--- config.mk ---
export PLATFORM = sky130hd
export DESIGN_NAME = score_sched
export DESIGN_NICKNAME = d
export VERILOG_FILES = /design/src/rtl/score_sched_pkg.sv /design/src/rtl/score_tag_pipe.sv /design/src/rtl/score_sched.sv
export SDC_FILE = /design/constraint.sdc
export NUM_CORES = 1
export LEC_CHECK = 0
export CELL_PAD_IN_SITES_DETAIL_PLACEMENT = 0
export CELL_PAD_IN_SITES_GLOBAL_PLACEMENT = 1
export CORE_ASPECT_RATIO = 2
export CORE_MARGIN = 4
export CORE_UTILIZATION = 42
export CTS_BUF_LIST = sky130_fd_sc_hd__clkbuf_16
export DETAILED_ROUTE_END_ITERATION = 10
export GPL_ROUTABILITY_DRIVEN = 0
export HOLD_SLACK_MARGIN = 0.15
export PLACE_DENSITY = 0.78
export SYNTH_ARGS = -nofsm -noshare
export SYNTH_HDL_FRONTEND = slang
export SYNTH_SLANG_ARGS = --single-unit
export TNS_END_PERCENT = 50
--- constraint.sdc ---
create_clock -name clk -period 14 [get_ports clk]
set_clock_uncertainty 0.05 [all_clocks]
set_input_delay 2.1 -clock clk [delete_from_list [all_inputs] [get_ports clk]]
set_output_delay 2.1 -clock clk [all_outputs]
set_load 0.1 [all_outputs]
--- src/rtl/score_sched_pkg.sv ---
`default_nettype none
// ============================================================================
//  Module      : score_sched_pkg
//  Description : Shared types and width helpers for the point-score frame
//                scheduler (FSM state encoding, derived widths).
//  Contents    : state_e            - scheduler FSM states
//                score_w(width)     - score width   = width + 13
//                pt_w(width)        - point vector  = width * 9
//                cnt_w(n_max)       - frame counter = clog2(n_max + 1)
//  Revision    : 1.0 - initial release
// ============================================================================
package score_sched_pkg;

    typedef enum logic [1:0] {
        IDLE  = 2'd0,
        ISSUE = 2'd1,
        DRAIN = 2'd2,
        DONE  = 2'd3
    } state_e;

    localparam int DEF_WIDTH   = 8;
    localparam int DEF_SCORE_W = DEF_WIDTH + 13;
    localparam int DEF_PT_W    = DEF_WIDTH * 9;

    function automatic int score_w(input int width);
        return width + 13;
    endfunction

    function automatic int pt_w(input int width);
        return width * 9;
    endfunction

    // Counter must hold the value n_max itself, hence n_max + 1 states.
    function automatic int cnt_w(input int n_max);
        return $clog2(n_max + 1);
    endfunction

endpackage
`default_nettype wire

--- src/rtl/score_tag_pipe.sv ---
`default_nettype none
// ============================================================================
//  Module      : score_tag_pipe
//  Description : LAT-deep shift register carrying {valid, id} tags alongside
//                the fixed-latency score unit. Cleared asynchronously on rst.
//  Ports       : clk, rst          clock / async active-high reset
//                tag_valid_i/id_i  tag entering the line
//                tag_valid_o/id_o  tag leaving the line LAT cycles later
//  Revision    : 1.0 - initial release
// ============================================================================
module score_tag_pipe #(
    parameter int LAT  = 21,
    parameter int ID_W = 8
) (
    input  logic            clk,
    input  logic            rst,
    input  logic            tag_valid_i,
    input  logic [ID_W-1:0] tag_id_i,
    output logic            tag_valid_o,
    output logic [ID_W-1:0] tag_id_o
);

    logic            valid_q [LAT];
    logic [ID_W-1:0] id_q    [LAT];

    always_ff @(posedge clk or posedge rst) begin
        if (rst) begin
            for (int i = 0; i < LAT; i++) begin
                valid_q[i] <= 1'b0;
                id_q[i]    <= '0;
            end
        end else begin
            valid_q[0] <= tag_valid_i;
            id_q[0]    <= tag_id_i;
            for (int i = 1; i < LAT; i++) begin
                valid_q[i] <= valid_q[i-1];
                id_q[i]    <= id_q[i-1];
            end
        end
    end

    assign tag_valid_o = valid_q[LAT-1];
    assign tag_id_o    = id_q[LAT-1];

endmodule
`default_nettype wire

--- src/rtl/score_sched.sv ---
`default_nettype none
// ============================================================================
//  Module      : score_sched
//  Description : Frame scheduler for the point-score pipeline. Accepts N
//                candidates over valid/ready, issues one per cycle into the
//                fixed-latency score unit, tracks in-flight IDs with a tag
//                delay line, retires returned scores and reports the argmax
//                (best score / ID) at frame end.
//  Ports       : clk, rst               clock / async active-high reset
//                start_i, num_cand_i    frame start and candidate count
//                cand_valid_i/ready_o   candidate handshake
//                cand_point_i, cand_id_i candidate payload
//                sc_point_val_o         registered drive to score unit
//                sc_score_i             score unit result
//                busy_o, done_o         frame status
//                best_score_o, best_id_o argmax of last frame
//                min_score_i, found_o   threshold option only
//  Option      : SCORE_SCHED_THRESH_EN - adds min_score_i / found_o; only
//                scores >= min_score may become best.
//  Revision    : 1.0 - initial release
// ============================================================================
module score_sched
    import score_sched_pkg::*;
#(
    parameter  int WIDTH      = 8,
    parameter  int LAT        = 21,
    parameter  int N_CAND_MAX = 256,
    parameter  int ID_W       = 8,
    localparam int CNT_W      = cnt_w(N_CAND_MAX),
    localparam int SCORE_W    = score_w(WIDTH),
    localparam int PT_W       = pt_w(WIDTH)
) (
    input  logic               clk,
    input  logic               rst,
    input  logic               start_i,
    input  logic [CNT_W-1:0]   num_cand_i,
    input  logic               cand_valid_i,
    output logic               cand_ready_o,
    input  logic [PT_W-1:0]    cand_point_i,
    input  logic [ID_W-1:0]    cand_id_i,
    output logic [PT_W-1:0]    sc_point_val_o,
    input  logic [SCORE_W-1:0] sc_score_i,
    output logic               busy_o,
    output logic               done_o,
    output logic [SCORE_W-1:0] best_score_o,
    output logic [ID_W-1:0]    best_id_o
`ifdef SCORE_SCHED_THRESH_EN
   ,input  logic [SCORE_W-1:0] min_score_i,
    output logic               found_o
`endif
);

    state_e               state_q, state_d;
    logic [CNT_W-1:0]     num_q, num_d;
    logic [CNT_W-1:0]     issued_q, issued_d;
    logic [CNT_W-1:0]     retired_q, retired_d;
    logic [PT_W-1:0]      pt_q, pt_d;
    logic                 iss_vld_q, iss_vld_d;
    logic [ID_W-1:0]      iss_id_q, iss_id_d;
    logic [SCORE_W-1:0]   best_score_q, best_score_d;
    logic [ID_W-1:0]      best_id_q, best_id_d;
    logic                 best_valid_q, best_valid_d;
    logic                 done_q, done_d;

    logic                 ret_valid;
    logic [ID_W-1:0]      ret_id;
    logic                 qualify;

`ifdef SCORE_SCHED_THRESH_EN
    logic [SCORE_W-1:0]   min_q, min_d;
    logic                 found_q, found_d;
    assign qualify = (sc_score_i >= min_q);
`else
    assign qualify = 1'b1;
`endif

    // The issue tag is registered together with sc_point_val, so the LAT-deep
    // line behind it delivers the tag exactly when the matching score appears.
    score_tag_pipe #(
        .LAT  (LAT),
        .ID_W (ID_W)
    ) u_tag_pipe (
        .clk         (clk),
        .rst         (rst),
        .tag_valid_i (iss_vld_q),
        .tag_id_i    (iss_id_q),
        .tag_valid_o (ret_valid),
        .tag_id_o    (ret_id)
    );

    always_comb begin
        state_d      = state_q;
        num_d        = num_q;
        issued_d     = issued_q;
        retired_d    = retired_q;
        pt_d         = pt_q;
        iss_vld_d    = 1'b0;
        iss_id_d     = iss_id_q;
        best_score_d = best_score_q;
        best_id_d    = best_id_q;
        best_valid_d = best_valid_q;
        done_d       = 1'b0;
`ifdef SCORE_SCHED_THRESH_EN
        min_d        = min_q;
        found_d      = found_q;
`endif

        // Retire: strict '>' keeps the earlier candidate on ties.
        if (ret_valid) begin
            retired_d = retired_q + CNT_W'(1);
            if (qualify && (!best_valid_q || (sc_score_i > best_score_q))) begin
                best_score_d = sc_score_i;
                best_id_d    = ret_id;
                best_valid_d = 1'b1;
            end
        end

        case (state_q)
            IDLE: begin
                if (start_i) begin
                    best_score_d = '0;
                    best_id_d    = '0;
                    best_valid_d = 1'b0;
`ifdef SCORE_SCHED_THRESH_EN
                    min_d        = min_score_i;
                    found_d      = 1'b0;
`endif
                    if (num_cand_i == '0) begin
                        done_d = 1'b1;
                    end else begin
                        state_d   = ISSUE;
                        num_d     = num_cand_i;
                        issued_d  = '0;
                        retired_d = '0;
                    end
                end
            end
            ISSUE: begin
                if (cand_valid_i) begin
                    pt_d      = cand_point_i;
                    iss_vld_d = 1'b1;
                    iss_id_d  = cand_id_i;
                    issued_d  = issued_q + CNT_W'(1);
                    if (issued_q == (num_q - CNT_W'(1))) begin
                        state_d = DRAIN;
                    end
                end
            end
            DRAIN: begin
                // retired_d already counts a retire happening this cycle.
                if (retired_d == num_q) begin
                    state_d = DONE;
                    done_d  = 1'b1;
`ifdef SCORE_SCHED_THRESH_EN
                    found_d = best_valid_d;
`endif
                end
            end
            DONE: begin
                state_d = IDLE;
            end
            default: begin
                state_d = IDLE;
            end
        endcase
    end

    always_ff @(posedge clk or posedge rst) begin
        if (rst) begin
            state_q      <= IDLE;
            num_q        <= '0;
            issued_q     <= '0;
            retired_q    <= '0;
            pt_q         <= '0;
            iss_vld_q    <= 1'b0;
            iss_id_q     <= '0;
            best_score_q <= '0;
            best_id_q    <= '0;
            best_valid_q <= 1'b0;
            done_q       <= 1'b0;
`ifdef SCORE_SCHED_THRESH_EN
            min_q        <= '0;
            found_q      <= 1'b0;
`endif
        end else begin
            state_q      <= state_d;
            num_q        <= num_d;
            issued_q     <= issued_d;
            retired_q    <= retired_d;
            pt_q         <= pt_d;
            iss_vld_q    <= iss_vld_d;
            iss_id_q     <= iss_id_d;
            best_score_q <= best_score_d;
            best_id_q    <= best_id_d;
            best_valid_q <= best_valid_d;
            done_q       <= done_d;
`ifdef SCORE_SCHED_THRESH_EN
            min_q        <= min_d;
            found_q      <= found_d;
`endif
        end
    end

    assign cand_ready_o   = (state_q == ISSUE);
    assign busy_o         = (state_q != IDLE);
    assign done_o         = done_q;
    assign sc_point_val_o = pt_q;
    assign best_score_o   = best_score_q;
    assign best_id_o      = best_id_q;
`ifdef SCORE_SCHED_THRESH_EN
    assign found_o        = found_q;
`endif

endmodule
`default_nettype wire

# == After elaboration in Yosys (flattened, before gate mapping) ==
# Index checks and enable logic that the tools add are counted.
# Widths: inputs -> output; s select.
# classes
div_mod_pow,0
reduce_logical,10
bitwise_logic,1
eq_ne,10
shift,0
n_mul,0
muxes,32
addsub,3
magnitude_cmp,1
# ops
cell,count
$mux 21,4
$mux 9,7
$mux 8,4
$gt 21x21->1,1
$add 9x1->9 const B,2
$eq 9x9->1,2
$pmux 9 s2,1
$mux 2,5
$logic_not 9->1,1
$mux 1,9
$sub 9x1->9 const B,1
$ne 2x2->1 const B,4
$pmux 2 s4,1
$reduce_and 5->1,1
$eq 2x2->1 const B,2
$reduce_and 4->1,1
$reduce_bool 2->1,2
$reduce_and 3->1,1
$eq 2x1->1 const B,1
$logic_not 2->1,1
$ne 2x1->1 const B,1
$pmux 1 s2,1
$reduce_and 2->1,1
$logic_not 1->1,1
other kinds (2),2
# word_totals
in_bits,114
reg_bits,330
memories,0
output_inout_bits,104
ramBits,0
romBits,0
elab_cells,110
latchBits,0

# == Logic depth before layout (Yosys ltp) ==
# depth
word_depth,6
depth_mapped,11

# == Modules after synthesis ==
# Synthesis repeated with hierarchy kept, for this count alone.
# unflattened
cells_unflattened,791
hier_area_um2,11606.1
# modules_own_cells
module,cells_per_inst,n_inst,area_per_inst_um2
score_sched,593,1,6812.8
score_tag_pipe,198,1,4793.3

# == Least setup slack after synthesis ==
# No wires, ideal clock.
# synth_path
path_kind,input port to flip-flop
start,in sc_score_i[10]
end,"reg best_score_q[0], in the netlist best_score_o[0]"
slack_ns,9.623
n_path_buf,2
required_ns,13.881
cell_stages,10
arrival_ns,4.258
cell_sequence,ha_1 -> a21o_1 -> a21o_1 -> a21oi_2 -> nor2_1 -> or4b_4 -> buf_6 -> buf_6 -> or4_1 -> nand3_1
# synth_via
elab_chain_len,6
# synth_rtl
item,line_no,text
start: declaration,score_sched.sv:42,"input logic [SCORE_W-1:0] sc_score_i,"
$gt 21x21->1 (*),score_sched.sv:111,if (qualify && (!best_valid_q || (sc_score_i > best_score_q))) begin
$logic_or 1x1->1 (*),score_sched.sv:111,
$mux 21 (*),score_sched.sv:111,
$mux 21 (*),score_sched.sv:109,if (ret_valid) begin
$mux 21,score_sched.sv:120,if (start_i) begin
$mux 21 (*),score_sched.sv:118,case (state_q)
net best_score_d[0],score_sched.sv:60,"logic [SCORE_W-1:0] best_score_q, best_score_d;"
end signal: assignment,score_sched.sv:193,best_score_q <= best_score_d;
end: declaration,score_sched.sv:60,
# The timed path passes the listed nets; every way through them passes the cells marked *.
# A chain may end at the register's enable or synchronous reset.

# == Worst setup path after layout ==
# layout_path
start,reg state_q[1]
end,out cand_ready_o
# layout_via
elab_chain_len,1
# layout_rtl
item,line_no,text
start: declaration,score_sched.sv:53,"state_e state_q, state_d;"
start signal: assignment,score_sched.sv:186,state_q <= state_d;
$eq 2x1->1,score_sched.sv:204,assign cand_ready_o = (state_q == ISSUE);
end: declaration,score_sched.sv:38,"output logic cand_ready_o,"
# Every way passes these cells.

==> run metrics <==
post-route clock period utilization=34.54%; hold depth=0; Synth Flop Type=dfrtp_1; worst hold path type=flop to flop; fillcell total=2,343; fmax=206.8 MHz; Buffers on Ports=217; CP endpoint kind=output port; total CTS buffers=28; FF-to-FF path depth=8; fin. max-slew vios=0; Rows=87; die span in x=128.2 µm; worst-path cell chain=inv_1 > ha_1 > clkdlybuf4s50_1; actual slew at the worst max-slew pin=between 1000 and 1500 ps; DRC=0; Avg Vias per Cell=approximately 5.2; post-route ant nets=0; synthesized cell area=12,140 µm²; Yosys reg bits=between 300 and 400; Clk pin slew, worst setup/hold paths=~70 ps; cts-stage hold buffer count=0; Reg2Reg Setup Slack=11,060 ps; PostCTS Resize Cnt=0; RSZ-0062 raised after global routing=false; largest net degree at the start of global routing=about 200; Worst R2R End=best_score_o[15]; I/O Pins=218; Critical Path Max Stage Delay=1290 ps; Syn-to-layout area delta=28.47%; top cells by count, synth=330 x dfrtp_1, 86 x mux2_2, 47 x nand2_1; Max FO, Critical Path=9; unique cell type count in the Yosys netlist=48; WL/cell=17.45 µm; CTS Sinks=330; Setup Buffers After CTS=0; worst skew pair latency=580 ps; async set or reset register ratio after synthesis=100.0%; Max Cap Viol=0; Gate Count Post-Synth=883; YS warnings=0; Worst setup SP type=flop; nets=1,230; initial antenna violation count=0; WHS Endpoint=u_tag_pipe.valid_q[19]; DR vias=7,568; Tmin final=around 4800 ps; Initial Util=42.73%; Critical Path Source=state_q[1]; Die Span Y=248.4 µm; largest area contributor in the netlist=dfrtp_1; synthesized net count=1,024; final core occ=54.90%; Die Area=31,860 µm²; H-tree depth=1; GR Overflow Total=0; root buffer cell=clkbuf_16; leading cell types by total area after synthesis=dfrtp_1 68%, mux2_2 8.0%, ha_1 2.8%, a2bb2oi_1 2.1%, or4_1 1.9%; final hold vios=0; Post-synth EDFFs=0; final hold slack=270.8 ps; first-pass GRT wire length=41,500 µm; 1st-iter DRT viols=438; register area share after synthesis=68.02%; drt pass-1 iters=4; Final HPWL DP=16,640 µm; worst path required time=about 12,000 ps; hold path start=u_tag_pipe.valid_q[20]; CP max-delay cell=clkdlybuf4s50_1; Core Region=28,410 µm²; CTS tree=yes; gr usage total=15.92%; Setup violations, final=0; status=finished clean; most common cell in the netlist=dfrtp_1; fraction of layout cells with a size suffix above 1=12.91%; mean post-synth cell area=13.75 µm²; worst relative slew slack=25.45%; Routed Wire Length=25,540 µm; setup TNS after final layout=0 ps; top-area cell type share of the netlist area=between 60% and 70%; RR Startpoint=best_score_o[17]; critical path type=flop to output port; Critical Path AT=around 2700 ps; vias in the first global route=8,031; ANT cells=0; maximum buffer depth of the clock tree=3
-- layout by cell type, fill, tap and decap left out, types with 7 or more instances in the layout --
cell	n
a2bb2oi_1	29
nand2_1	47
nand4_1	13
and3_1	31
nor2_1	30
dfrtp_1	330
xnor2_1	14
clkdlybuf4s50_1	217
nor3_1	7
clkbuf_16	28
or4_1	31
a21oi_1	11
o21ai_0	41
nand3_1	33
clkinv_1	7
ha_1	27
inv_1	35
mux2_2	86
xor2_1	17
-- metrics by stage --
| step | setup WS, ps | instances | cell area, µm² |
|---|---|---|---|
| floorplan | 2710 | 883 | 12140 |
| global placement | 8971 | 1415 | 14650 |
| detailed placement | 8922 | 1415 | 14650 |
| CTS | 9124 | 1464 | 15600 |
| global route | 9037 | 1464 | 15600 |
| finish | 9165 | 1464 | 15600 |
-- registers in the layout, indices dropped and copies added (netlist names), 9 cells and up --
register / flops
best_score_o: 21
issued_q: 9
num_q: 9
retired_q: 9
sc_point_val_o: 72
u_tag_pipe.id_q: 160
u_tag_pipe.valid_q: 20
-- cell type report --
type,instances,area [µm²],area share (%)
multi-input cells,474,3588,23.01
clock inverters,21,250.2,1.604
repair buffers,222,2222,14.25
clock buffers,28,700.7,4.493
well taps,356,445.4,2.856
flip-flops and latches,330,8258,52.95
inverters,33,131.4,0.8424
-- logic make-up after synthesis --
kind of cell               share of synthesized area, %
AOI/OAI and AO/OA                                 6.411
xor gates and xnor gates                          2.607
adders and majority gates                         2.783
buffers and inverters                             2.638
DFF                                               68.02
muxes                                             8.059
and+or+nand+nor                                   9.482
-- worst max path at each step --
stage                             to  slack, ps  cells after the start
floorplan               best_id_o[0]       2710                      1
global placement    best_score_o[17]       8970                      8
detailed placement   best_score_o[0]       8920                      8
CTS                           busy_o       9120                      4
global route            cand_ready_o       9040                      3
finish                  cand_ready_o       9160                      3
-- layer usage --
layer / global-route usage, % / vias to the layer above / wire length [µm]
li1: - / 3496 / -
met1: 18.64 / 3770 / 9793
met2: 27.50 / 266 / 12900
met3: 5.563 / 36 / 2293
met4: 4.341 / 0 / 553
met5: 0 / - / 0
-- critical path: cells and delay by family, from the launching register on --
kind                       cells  cell delay [ps]
buffers and inverters          2             1380
DFF                            1              410
adders and majority gates      1              340
Power is not shown: default switching activity piles up to over one toggle a cycle in this logic, so the estimate is an artifact.
